**config.mk**
```make
export PLATFORM = sky130hd
export DESIGN_NAME = cdb_arbiter
export DESIGN_NICKNAME = d
export VERILOG_FILES = /design/src/rtl/cdb_arbiter_pkg.sv /design/src/rtl/cdb_arbiter_wb_fifo.sv /design/src/rtl/cdb_arbiter.sv
export SDC_FILE = /design/constraint.sdc
export NUM_CORES = 1
export LEC_CHECK = 0
export CAP_MARGIN = 30
export CORE_MARGIN = 3
export CORE_UTILIZATION = 40
export CTS_CLUSTER_DIAMETER = 100
export DETAILED_ROUTE_END_ITERATION = 16
export HOLD_SLACK_MARGIN = 0.06
export MAX_ROUTING_LAYER = met4
export PLACE_DENSITY = 0.61
export SLEW_MARGIN = 20
export SYNTH_ARGS = -nofsm -noshare
export SYNTH_HDL_FRONTEND = slang
export SYNTH_HIERARCHICAL = 1
export SYNTH_SLANG_ARGS = --single-unit
```
**constraint.sdc**
```tcl
create_clock -name clk -period 7.2 [get_ports clk]
set_input_delay 1.8 -clock clk [delete_from_list [all_inputs] [get_ports clk]]
set_output_delay 1.8 -clock clk [all_outputs]
set_load 0.1 [all_outputs]
```
**src/rtl/cdb_arbiter_pkg.sv**
```systemverilog
// Shared types and constants for the result-writeback (common data bus) stage.
package cdb_arbiter_pkg;

   // Default widths of the tag and result fields carried on the bus.
   localparam int CDB_TAG_WIDTH  = 4;
   localparam int CDB_DATA_WIDTH = 32;

   // All-ones tag marks "no result" on both the source inputs and the bus.
   localparam logic [CDB_TAG_WIDTH-1:0] TAG_INVALID = '1;

   // One buffered writeback: destination tag plus result value.
   typedef struct packed {
      logic [CDB_TAG_WIDTH-1:0]  target;
      logic [CDB_DATA_WIDTH-1:0] result;
   } cdb_entry_t;

   // Execution-unit source indices; the ALU is always source 0.
   typedef enum logic [0:0] {
      SRC_ALU = 1'b0,
      SRC_MEM = 1'b1
   } src_id_t;

   // Width of a source index, never less than one bit.
   function automatic int src_idx_width(input int n);
      return (n > 1) ? $clog2(n) : 1;
   endfunction

endpackage

```
**src/rtl/cdb_arbiter_wb_fifo.sv**
```systemverilog
// Single-source writeback FIFO: captures one (tag, result) per cycle,
// exposes the head combinationally and a registered one-entry-margin full flag.
module wb_fifo #(
   parameter int DEPTH = 4,
   parameter int WIDTH = 36
) (
   input  logic                    clk,
   input  logic                    rst,
   input  logic                    push,
   input  logic [WIDTH-1:0]        push_data,
   input  logic                    pop,
   output logic [WIDTH-1:0]        head_data,
   output logic [$clog2(DEPTH):0]  count,
   output logic                    full_margin,
   output logic                    drop
);

   localparam int PTR_W = $clog2(DEPTH);
   localparam int CNT_W = PTR_W + 1;

   logic [WIDTH-1:0] mem [DEPTH];
   logic [PTR_W-1:0] rd_ptr_reg;
   logic [PTR_W-1:0] wr_ptr_reg;
   logic [CNT_W-1:0] count_reg;
   logic [CNT_W-1:0] count_next;
   logic             full_reg;
   logic             pop_ok;
   logic             accept;

   // A pop frees a slot in the same cycle, so a push into a full FIFO
   // is still accepted when the head is leaving.
   assign pop_ok     = pop && (count_reg != '0);
   assign accept     = push && ((count_reg != CNT_W'(DEPTH)) || pop_ok);
   assign drop       = push && !accept;
   assign count_next = count_reg + {{(CNT_W-1){1'b0}}, accept}
                                 - {{(CNT_W-1){1'b0}}, pop_ok};

   // Storage write; contents need no reset because count gates every read.
   always_ff @(posedge clk) begin
      if (accept) begin
         mem[wr_ptr_reg] <= push_data;
      end
   end

   // Pointers, occupancy and the early-warning full flag.
   always_ff @(posedge clk or posedge rst) begin
      if (rst) begin
         rd_ptr_reg <= '0;
         wr_ptr_reg <= '0;
         count_reg  <= '0;
         full_reg   <= 1'b0;
      end else begin
         if (accept) begin
            wr_ptr_reg <= wr_ptr_reg + PTR_W'(1);
         end
         if (pop_ok) begin
            rd_ptr_reg <= rd_ptr_reg + PTR_W'(1);
         end
         count_reg <= count_next;
         full_reg  <= (count_next >= CNT_W'(DEPTH - 1));
      end
   end

   assign head_data   = mem[rd_ptr_reg];
   assign count       = count_reg;
   assign full_margin = full_reg;

endmodule

```
**src/rtl/cdb_arbiter.sv**
```systemverilog
// Writeback arbiter: one FIFO per execution unit, round-robin grant of at
// most one result per cycle onto the registered common data bus.
module cdb_arbiter
   import cdb_arbiter_pkg::*;
#(
   parameter int SRC_NUM    = 2,
   parameter int FIFO_DEPTH = 4,
   parameter int TAG_WIDTH  = CDB_TAG_WIDTH,
   parameter int DATA_WIDTH = CDB_DATA_WIDTH
) (
   input  logic                                clk,
   input  logic                                rst,
   input  logic [SRC_NUM*TAG_WIDTH-1:0]        src_target,
   input  logic [SRC_NUM*DATA_WIDTH-1:0]       src_result,
   output logic [SRC_NUM-1:0]                  src_full,
   input  logic                                rob_stall,
   output logic                                cdb_valid,
   output logic [TAG_WIDTH-1:0]                cdb_target,
   output logic [DATA_WIDTH-1:0]               cdb_result,
   output logic [src_idx_width(SRC_NUM)-1:0]   cdb_src,
   output logic                                overflow
);

   localparam int SRC_W   = src_idx_width(SRC_NUM);
   localparam int ENTRY_W = TAG_WIDTH + DATA_WIDTH;
   localparam int CNT_W   = $clog2(FIFO_DEPTH) + 1;
   localparam logic [TAG_WIDTH-1:0] TAG_NONE = '1;

   logic [SRC_NUM-1:0] push_vec;
   logic [SRC_NUM-1:0] pop_vec;
   logic [SRC_NUM-1:0] drop_vec;
   logic [SRC_NUM-1:0] full_vec;
   logic [SRC_NUM-1:0] nonempty_vec;
   logic [ENTRY_W-1:0] head_data [SRC_NUM];
   logic [CNT_W-1:0]   fifo_count [SRC_NUM];

   logic               grant_valid;
   logic [SRC_W-1:0]   grant_idx;
   logic [ENTRY_W-1:0] grant_entry;
   logic [SRC_W-1:0]   rr_next;

   logic [SRC_W-1:0]      rr_ptr_reg;
   logic                  cdb_valid_reg;
   logic [TAG_WIDTH-1:0]  cdb_target_reg;
   logic [DATA_WIDTH-1:0] cdb_result_reg;
   logic [SRC_W-1:0]      cdb_src_reg;
   logic                  overflow_reg;

   genvar gi;
   generate
      for (gi = 0; gi < SRC_NUM; gi++) begin : g_src
         assign push_vec[gi]     = (src_target[gi*TAG_WIDTH +: TAG_WIDTH] != TAG_NONE);
         assign pop_vec[gi]      = grant_valid && (grant_idx == SRC_W'(gi));
         assign nonempty_vec[gi] = (fifo_count[gi] != '0);

         wb_fifo #(
            .DEPTH (FIFO_DEPTH),
            .WIDTH (ENTRY_W)
         ) u_fifo (
            .clk         (clk),
            .rst         (rst),
            .push        (push_vec[gi]),
            .push_data   ({src_target[gi*TAG_WIDTH +: TAG_WIDTH],
                           src_result[gi*DATA_WIDTH +: DATA_WIDTH]}),
            .pop         (pop_vec[gi]),
            .head_data   (head_data[gi]),
            .count       (fifo_count[gi]),
            .full_margin (full_vec[gi]),
            .drop        (drop_vec[gi])
         );
      end
   endgenerate

   // Round-robin scan from rr_ptr; walking backwards lets the nearest
   // non-empty source overwrite farther candidates.
   always_comb begin
      logic [SRC_W:0] cand;
      grant_valid = 1'b0;
      grant_idx   = '0;
      cand        = '0;
      for (int k = SRC_NUM - 1; k >= 0; k--) begin
         cand = {1'b0, rr_ptr_reg} + (SRC_W+1)'(k);
         if (cand >= (SRC_W+1)'(SRC_NUM)) begin
            cand = cand - (SRC_W+1)'(SRC_NUM);
         end
         if (nonempty_vec[cand[SRC_W-1:0]]) begin
            grant_valid = 1'b1;
            grant_idx   = cand[SRC_W-1:0];
         end
      end
      grant_valid = grant_valid && !rob_stall;
   end

   // Selected head entry and the pointer value that follows this grant.
   always_comb begin
      grant_entry = head_data[grant_idx];
      if ({1'b0, grant_idx} == (SRC_W+1)'(SRC_NUM - 1)) begin
         rr_next = '0;
      end else begin
         rr_next = grant_idx + SRC_W'(1);
      end
   end

   // Registered bus outputs, round-robin pointer and sticky overflow.
   always_ff @(posedge clk or posedge rst) begin
      if (rst) begin
         rr_ptr_reg     <= '0;
         cdb_valid_reg  <= 1'b0;
         cdb_target_reg <= TAG_NONE;
         cdb_result_reg <= '0;
         cdb_src_reg    <= SRC_W'(SRC_ALU);
         overflow_reg   <= 1'b0;
      end else begin
         if (grant_valid) begin
            cdb_valid_reg  <= 1'b1;
            cdb_target_reg <= grant_entry[ENTRY_W-1 -: TAG_WIDTH];
            cdb_result_reg <= grant_entry[DATA_WIDTH-1:0];
            cdb_src_reg    <= grant_idx;
            rr_ptr_reg     <= rr_next;
         end else begin
            cdb_valid_reg  <= 1'b0;
            cdb_target_reg <= TAG_NONE;
         end
         overflow_reg <= overflow_reg | (|drop_vec);
      end
   end

   assign src_full   = full_vec;
   assign cdb_valid  = cdb_valid_reg;
   assign cdb_target = cdb_target_reg;
   assign cdb_result = cdb_result_reg;
   assign cdb_src    = cdb_src_reg;
   assign overflow   = overflow_reg;

endmodule

```
# --- After elaboration in Yosys (flattened, before gate mapping) ---
# Memory sizes are Yosys's and may differ from the RTL's.
# Index checks and enable logic that the tools add are counted.
totals:
  input_bits: 75
  ram_bits: 288
  word_cells: 79
  output_inout_bits: 41
  mem_count: 2
  register_bits: 56
mem_list:
  columns: ["memory", "words", "width", "read_ports", "rd_clocked_by_memory_dff", "write_ports", "line_no", "source"]
  rows:
  - ["g_src[0].u_fifo.mem", 4, 36, 1, 0, 1, "cdb_arbiter_wb_fifo.sv:21", "logic [WIDTH-1:0] mem [DEPTH];"]
  - ["g_src[1].u_fifo.mem", 4, 36, 1, 0, 1, "cdb_arbiter_wb_fifo.sv:21", null]
classes:
  magnitude_cmp: 7
  reduce_logical: 17
  bitwise: 3
  addsub: 12
  muxes: 20
  n_eq_ne: 4
op_table:
  columns: ["cell", "n"]
  rows:
  - ["$mux 36", 3]
  - ["$mux 1", 16]
  - ["$logic_and 1x1->1", 9]
  - ["$add 2x1->2 const B", 4]
  - ["$ne 4x4->1 const B", 2]
  - ["$add 3x1->3", 2]
  - ["$ge 3x2->1 const B", 2]
  - ["$ne 3x3->1 const B", 2]
  - ["$reduce_bool 3->1", 2]
  - ["$sub 3x1->3", 2]
  - ["$ge 2x2->1 const B", 2]
  - ["$lt 1x2->1 const B", 2]
  - ["$mux 4", 1]
  - ["$logic_not 1->1", 3]
  - ["$add 1x1->2 const B", 1]
  - ["$ge 1x2->1 const B", 1]
  - ["$logic_or 1x1->1", 2]
  - ["$not 1->2", 1]
  - ["$reduce_or 2->1", 1]
  - ["$sub 1x1->1 const B", 2]
  - ["$add 1x1->1 const B", 1]
  - ["$not 1->1", 1]
  - ["$or 1x1->1", 1]

# --- Depth between registers and ports, before layout ---
# Gate-level depths: netlist of run 1.
depth:
  word_depth: 16
  depth_mapped: 15

# --- Modules after synthesis ---
# The synthesis of run 1 kept the hierarchy.
modules_own_cells:
  columns: ["mod", "area_per_inst_um2", "cells_per_inst", "instances"]
  rows:
  - ["wb_fifo", 5669.2, 226, 2]
  - ["cdb_arbiter", 1881.8, 142, 1]

# --- Worst setup path before layout of run 1 ---
# OpenSTA, ideal clock, no wires.
synth_path:
  path_kind: "input to register"
  start: "input rob_stall"
  end: "register g_src[0].u_fifo.full_reg"
  t_arrival_ns: 4.121
  n_path_buf: 1
  setup_ns: 0.118
  slack_ns: 2.961
  stages: 13
  cell_sequence: "clkbuf_1 > or3_1 > inv_1 > nor4b_2 > nor2b_2 > inv_1 > ha_1 > inv_1 > ha_1 > fa_1 > xor2_1 > xnor2_1 > a21o_1"
synth_via:
  elab_chain_cells: 9
synth_rtl:
  columns: ["element", "line_no", "source"]
  rows:
  - ["from (decl)", "cdb_arbiter.sv:16", "input logic rob_stall,"]
  - ["$logic_not 1->1 (*)", "cdb_arbiter.sv:91", "grant_valid = grant_valid && !rob_stall;"]
  - ["$logic_and 1x1->1 (*)", "cdb_arbiter.sv:91", null]
  - ["$logic_and 1x1->1 (*)", "cdb_arbiter.sv:53", "assign pop_vec[gi] = grant_valid && (grant_idx == SRC_W'(gi));"]
  - ["via pop_vec[0]", "cdb_arbiter.sv:30", "logic [SRC_NUM-1:0] pop_vec;"]
  - ["$logic_and 1x1->1 (*)", "cdb_arbiter_wb_fifo.sv:32", "assign pop_ok = pop && (count_reg != '0);"]
  - ["$logic_or 1x1->1", "cdb_arbiter_wb_fifo.sv:33", "assign accept = push && ((count_reg != CNT_W'(DEPTH)) || pop_ok);"]
  - ["$logic_and 1x1->1", "cdb_arbiter_wb_fifo.sv:33", null]
  - ["$add 3x1->3", "cdb_arbiter_wb_fifo.sv:35", "assign count_next = count_reg + {{(CNT_W-1){1'b0}}, accept}"]
  - ["$sub 3x1->3 (*)", "cdb_arbiter_wb_fifo.sv:36", "- {{(CNT_W-1){1'b0}}, pop_ok};"]
  - ["via g_src[0].u_fifo.count_next[2]", "cdb_arbiter_wb_fifo.sv:25", "logic [CNT_W-1:0] count_next;"]
  - ["$ge 3x2->1 (*)", "cdb_arbiter_wb_fifo.sv:60", "full_reg <= (count_next >= CNT_W'(DEPTH - 1));"]
  - ["to (signal assigned)", "cdb_arbiter_wb_fifo.sv:60", null]
  - ["to (decl)", "cdb_arbiter_wb_fifo.sv:26", "logic full_reg;"]
# The timed path passes the listed nets; every way through them passes the cells marked *.
# A chain may end at the register's enable or synchronous reset.

# --- Worst setup path in the final report of run 1 ---
# Ends and elaborated chain as after synthesis.

==> impl_metrics.csv, run 1 <==
group,metric,value,unit
worst_hold_path,min-delay-path-class,"flip-flop to flip-flop",
finish,fin_util,49.66,%
power,leakagePower,5.379,nW
sta,finalSetupTns,0,ns
drt,met2_length,13.54,mm
critical_path,cp.arrival,4.88,ns
finish,diodes,0,
drt,wl_met1,11.98,mm
global_routing,grt_pass1_wl,41.92,mm
placement,io_buffers,115,
drt,antenna_left,0,
critical_path,cp.required,7.61,ns
finish,post_route_cells_drive_above_1_share,21.64,%
clocking,clock-sinks,344,
drt,drc_errors,0,
sta,skew,0.02239,ns
drt,routedWlPerCell,22.87,um
sta,worst_slew_pin_slew,0.9940,ns
floorplanning,rows,65,
clocking,root_buffer,"clkbuf_16",
logic_synthesis,yosys_warnings,6,
finish,fillers,2620,
clocking,cts_tree,"yes",
floorplanning,initial_core_util,41.26,%
logic_synthesis,seq_area_frac_synth,76.06,%
logic_synthesis,netlist_instances,594,
floorplanning,core_area,32040,sq um
logic_synthesis,synth.distinct_cells,34,
drt,dr.pass1.iters,4,
critical_path,startpoint_type,"input pin",
clocking,clk_path_buf_depth,3,
logic_synthesis,synthAdderAreaFrac,1.439,%
clocking,cts_resized,0,
logic_synthesis,async_flop_share,16.28,%
drt,drt_iter0_markers,406,
sta,finalHoldViolCount,0,
logic_synthesis,synth_xor_xnor_area_share,0.6625,%
clocking,postCtsSetupBuffers,0,
sta,finalCritPeriodShare,62.05,%
placement,dpl.hpwl,17.96,mm
finish,nNetsFinal,819,
power,ir_drop,0.4706,mV
logic_synthesis,synth_top_family_by_area,"multiplexers",
clocking,clk_pin_slew,0.06,ns
finish,syn_to_final_growth,20.37,%
sta,slew_headroom,33.53,%
global_routing,grt_overflow_total,0,
drt,routed.top_layer,"met4",
critical_path,end_kind,"flip-flop",
floorplanning,die_h,187.8,um
sta,clock.fmax,0.2238,GHz
critical_path,crit_fanout,35,
sta,rsz0062_at_grt,"false",
logic_synthesis,synth_area_leader_cell,"edfxtp_1",
drt,post_drt_via_cell_ratio,5.311,
floorplanning,dieArea,35270,sq um
clocking,cts_hold_buf,0,
logic_synthesis,synth_area_leaders,"edfxtp_1 (65%), mux4_2 (12%), dfrtp_1 (9.8%)",
logic_synthesis,synthSimpleGateAreaFrac,3.445,%
logic_synthesis,syn_nets,683,
drt,routed_wl,27.28,mm
floorplanning,die_w,187.8,um
floorplanning,num_io_pins,116,
global_routing,grt_util_all_layers,16.07,%
outcome,outcome,"finished, final reports clean",
power,power_density,503.8,nW/um^2
placement,place.gp.congestion,0.7838,
logic_synthesis,avgSynthCellArea,22.26,sq um
critical_path,path_class,"input pin to flip-flop",
sta,finalMaxSlewViolations,0,
logic_synthesis,synth_ff_type,"edfxtp_1",
logic_synthesis,syn-cell-area,13220,sq um
logic_synthesis,synth_edf_count,288,
global_routing,grt_pass1_vias,6809,
drt,vias,6336,
logic_synthesis,yosysTopAreaCellShare,65.42,%
logic_synthesis,synth_compound_area_share,3.426,%
drt,wl_met3,1.302,mm
logic_synthesis,synth-seq-cells,344,
finish,largest_register_ffs,288,
sta,min_period,4.468,ns
global_routing,antenna_found_initial,0,
clocking,numCtsBuffers,36,
global_routing,grt_max_degree,37,
logic_synthesis,synthMuxAreaShare,12.49,%
flow_run,cap_violations,0,
clocking,clock_latency,0.52,ns
sta,setup_viol,0,
clocking,cts.htree.levels,2,
==> metrics by stage <==
step | std cells | instance area [sq um] | hold slack [ns] | worst slack (ns) | power (mW)
2_1_floorplan | 594 | 13220 | 0.5328 | 2.961 | 5.509
3_3_place_gp | 1126 | 14780 | 0.4645 | 2.320 | 6.256
3_5_place_dp | 1127 | 14790 | 0.4599 | 2.225 | 6.364
4_1_cts | 1193 | 15910 | 0.4853 | 2.755 | 8.136
5_1_grt | 1193 | 15910 | 0.5100 | 2.556 | 8.397
6_report | 1193 | 15910 | 0.4847 | 2.732 | 8.016
==> worst paths after layout <==
path | from | end | slack, ns | cells after the start
worst max-delay path | rob_stall | g_src[0].u_fifo/full_margin$_DFF_PP0_ | 2.73 | 14
worst min-delay path | overflow$_DFF_PP0_ | overflow$_DFF_PP0_ | 0.48 | 1
worst max register to register | g_src[1].u_fifo/count[1]$_DFF_PP0_ | g_src[0].u_fifo/full_margin$_DFF_PP0_ | 3.63 | 13
worst min register to register | overflow$_DFF_PP0_ | overflow$_DFF_PP0_ | 0.48 | 1
max in group asynchronous | rst | cdb_result[13]$_DFFE_PP0P_ | 4.94 | 3
min in group asynchronous | rst | overflow$_DFF_PP0_ | 1.56 | 2
==> cell usage in the layout, fill, tap and decap left out, drive strengths merged <==
| cell type | synthesis | layout |
|---|---|---|
| xor2 | 4 | 4 |
| inv | 19 | 21 |
| edfxtp | 288 | 288 |
| a21o | 5 | 5 |
| or3 | 3 | 3 |
| buf | 25 | 16 |
| clkbuf | 8 | 51 |
| clkdlybuf4s50 | 0 | 115 |
| nand2 | 2 | 2 |
| clkinvlp | 0 | 2 |
| dfstp | 4 | 4 |
| fa | 2 | 2 |
| ha | 12 | 12 |
| mux4 | 72 | 72 |
| nor3 | 2 | 2 |
| nand4 | 2 | 2 |
| a221o | 32 | 32 |
| o31a | 3 | 3 |
| mux2 | 2 | 2 |
| bufinv | 0 | 1 |
| dfrtp | 52 | 52 |
| nor2b | 2 | 2 |
| clkinv | 0 | 10 |
| xnor2 | 6 | 6 |
| o211ai | 1 | 1 |
| and2 | 10 | 10 |
| o22a | 4 | 4 |
| nor4b | 34 | 34 |
==> critical path, stage by stage <==
cell             delay [ns]
clkdlybuf4s50_1        0.40
buf_4                  0.24
or3_1                  0.49
inv_1                  0.14
nor4b_2                0.07
nor2b_2                0.27
inv_1                  0.08
ha_1                   0.28
inv_1                  0.04
ha_1                   0.18
fa_1                   0.37
xor2_1                 0.16
xnor2_1                0.16
a21o_1                 0.17
==> area by class of cell <==
class | instances | area (sq um) | area share [%]
multi-input cells | 198 | 2838 | 17.83
clock inverters | 15 | 110.1 | 0.6919
flip-flops and latches | 344 | 10060 | 63.20
well taps | 435 | 544.3 | 3.420
repair buffers | 131 | 1279 | 8.036
inverters | 19 | 76.32 | 0.4796
clock buffers | 51 | 1008 | 6.337
==> per-layer routing <==
metal  up-vias  GRT usage, %
li1       2761             -
met1      3356         21.45
met2       178         25.88
met3        41         2.991
met4         0         3.954
met5         -             -
==> power by group <==
part	switching, mW	internal [mW]
combinational	1.87	1.07
sequential	0.323	3.00
clock	0.735	1.02
==> synthesized netlist by cell type, types with 4 or more instances <==
cell      instances
buf_6             5
a221o_2           4
xor2_1            4
buf_2            14
mux4_2           72
and2_1           10
edfxtp_1        288
buf_12            4
nor4b_1          32
inv_1            18
xnor2_1           6
dfstp_2           4
o22a_2            4
dfrtp_1          52
clkbuf_1          8
a21o_1            4
ha_1             12
a221o_1          28
==> cell families (layout without fill, tap and decap cells) <==
logic type,after synthesis,in the layout
simple gates,55,55
mux,74,74
compound gates,45,45
buf+inv,52,216
fa+ha+maj,14,14
flops,344,344
xor+xnor,10,10
(Power assumes the default switching activity.)
==> inputs of run 2 (changes only) <==
- PLACE_DENSITY: 0.61 -> 0.63
- clock period: 7.2 -> 3.9 ns (I/O delays scaled with it)
==> run 2 against run 1 <==
Compared with the run above: global-route usage is essentially flat; combinational power rose by 90%; count of clock-buffer cells in the layout did not move; largest power group unchanged; clock power is 100% higher; total power rose by 91%.
==> impl_metrics.csv, run 2 (synthesis results as in run 1) <==
group,metric,value,unit
drt,drc_errors,0,
global_routing,grt_overflow_total,0,
clocking,cts.htree.levels,2,
placement,dpl.hpwl,18.52,mm
finish,largest_register_ffs,288,
sta,finalCritPeriodShare,84.52,%
floorplanning,num_io_pins,116,
worst_hold_path,min_path_cells,1,
critical_path,critPathMaxStageDelay,0.47,ns
power,ir_drop,1.114,mV
critical_path,ff2ff_setup_slack,0.78,ns
sta,setup_viol,0,
floorplanning,die_h,187.8,um
global_routing,grt_pass1_wl,42.29,mm
sta,worst_slew_pin_slew,1.033,ns
finish,nNetsFinal,830,
placement,io_buffers,115,
critical_path,r2r_end,"g_src[0].u_fifo/full_margin$_DFF_PP0_",
floorplanning,dieArea,35270,sq um
clocking,root_buffer,"clkbuf_16",
critical_path,r2r_cells,13,
power,leakagePower,5.534,nW
floorplanning,die_w,187.8,um
finish,syn_to_final_growth,22.34,%
sta,min_period,3.296,ns
drt,antenna_left,0,
critical_path,crit_path_start,"rob_stall",
drt,routedWlPerCell,22.77,um
sta,clock.fmax,0.3034,GHz
finish,fin_util,50.47,%
critical_path,crit_top_cell,"inv_1",
clocking,postCtsSetupBuffers,0,
global_routing,antenna_found_initial,0,
drt,routed_wl,27.42,mm
placement,place.gp.congestion,0.8492,
critical_path,cp_cell_sequence,"clkdlybuf4s50_1, or3_1, inv_1, nor4b_2, nor2b_2, inv_1, ha_1, inv_1, ha_1, fa_1, xor2_1, xnor2_1, a21o_1",
critical_path,cp.required,4.31,ns
flow_run,cap_violations,0,
critical_path,crit_fanout,5,
floorplanning,initial_core_util,41.26,%
critical_path,timing.rr.start,"g_src[1].u_fifo/count[1]$_DFF_PP0_",
drt,post_drt_via_cell_ratio,5.325,
finish,diodes,0,
clocking,clock-sinks,344,
drt,vias,6411,
sta,slew_headroom,30.95,%
critical_path,crit_buf_inv,4,
global_routing,grt_max_degree,38,
critical_path,cp_top_family,"adder cells",
sta,skew,0.01933,ns
floorplanning,core_area,32040,sq um
clocking,numCtsBuffers,36,
clocking,cts_hold_buf,0,
drt,drt_iter0_markers,400,
finish,mostFrequentLayoutCells,"edfxtp_1 (288), clkdlybuf4s50_1 (107), mux4_2 (72)",
finish,post_route_cells_drive_above_1_share,24.32,%
global_routing,grt_pass1_vias,6872,
power,power.total,15.29,mW
clocking,clock_latency,0.52,ns
sta,rsz0062_at_grt,"false",
clocking,cts_tree,"yes",
global_routing,grt_util_all_layers,16.09,%
critical_path,slowest_stage,"or3_1",
sta,finalHoldViolCount,0,
finish,final_common_cell,"edfxtp_1",
worst_hold_path,min_to,"cdb_src$_DFFE_PP0P_",
clocking,clk_path_buf_depth,3,
critical_path,cp.arrival,3.70,ns
sta,finalSetupTns,0,ns
critical_path,startpoint_type,"input pin",
outcome,outcome,"finished, final reports clean",
power,power_density,945.7,nW/um^2
worst_hold_path,min-delay-path-class,"flip-flop to flip-flop",
sta,finalMaxSlewViolations,0,
critical_path,end_kind,"flip-flop",
clocking,clk_pin_slew,0.06,ns
clocking,cts_resized,0,
drt,dr.pass1.iters,5,
floorplanning,rows,65,
critical_path,path_class,"input pin to flip-flop",
worst_hold_path,hold_start,"cdb_src$_DFFE_PP0P_",
-- run 2: cell types whose count changed in the layout (fill, tap and decap cells not counted) --
| cell | change |
|---|---|
| buf_16 | +4 |
| clkinv_4 | +1 |
| clkinvlp_4 | -2 |
| clkdlybuf4s50_1 | -8 |
| dfrtp_1 | -1 |
| clkinv_1 | -4 |
| buf_8 | -1 |
| dfrtp_2 | +1 |
| inv_1 | +1 |
| inv_6 | -1 |
| bufinv_16 | +5 |
| buf_4 | +16 |
-- run 2: cell type report --
cell class	instances	area, sq um
Sequential cell	344	10060
Fill cell	2604	15870
Clock inverter	15	234.0
Inverter	19	76.32
Tap cell	435	544.3
Multi-Input combinational cell	198	2838
Clock buffer	51	1008
Timing Repair Buffer	142	1414
-- run 2: metal layers --
| layer | up-vias | global-route usage, % | share of wire, % |
|---|---|---|---|
| met5 | - | - | 0 |
| met4 | 0 | 4.935 | 2.6 |
| met3 | 43 | 2.991 | 5.1 |
| met2 | 198 | 25.65 | 50 |
| met1 | 3387 | 21.27 | 43 |
| li1 | 2783 | - | - |
-- run 2: stage by stage --
stage          setup slack [ns]  instances  hold WS, ns  area [sq um]
2_1_floorplan            0.4862        594       0.5328         13220
3_3_place_gp             0.2126       1134       0.4715         14820
3_5_place_dp            0.09698       1137       0.4925         14900
4_1_cts                  0.6138       1203       0.5054         16150
5_1_grt                  0.5020       1204       0.5300         16170
6_report                 0.6037       1204       0.5055         16170
-- run 2: how the worst max path moves through the flow --
stage	to	slack (ns)	cells past startpoint
floorplan	g_src[0].u_fifo/full_margin$_DFF_PP0_	0.49	13
global placement	g_src[0].u_fifo/full_margin$_DFF_PP0_	0.21	13
detailed placement	g_src[0].u_fifo/full_margin$_DFF_PP0_	0.1	13
CTS	g_src[0].u_fifo/full_margin$_DFF_PP0_	0.61	13
global route	g_src[1].u_fifo/full_margin$_DFF_PP0_	0.50	14
finish	g_src[0].u_fifo/full_margin$_DFF_PP0_	0.60	13
-- run 2: where the power goes --
| group | leakage (nW) | internal, mW | switching (mW) |
|---|---|---|---|
| clock | 0.607 | 2.21 | 1.33 |
| sequential | 3.35 | 5.53 | 0.616 |
| combinational | 1.58 | 2.12 | 3.49 |
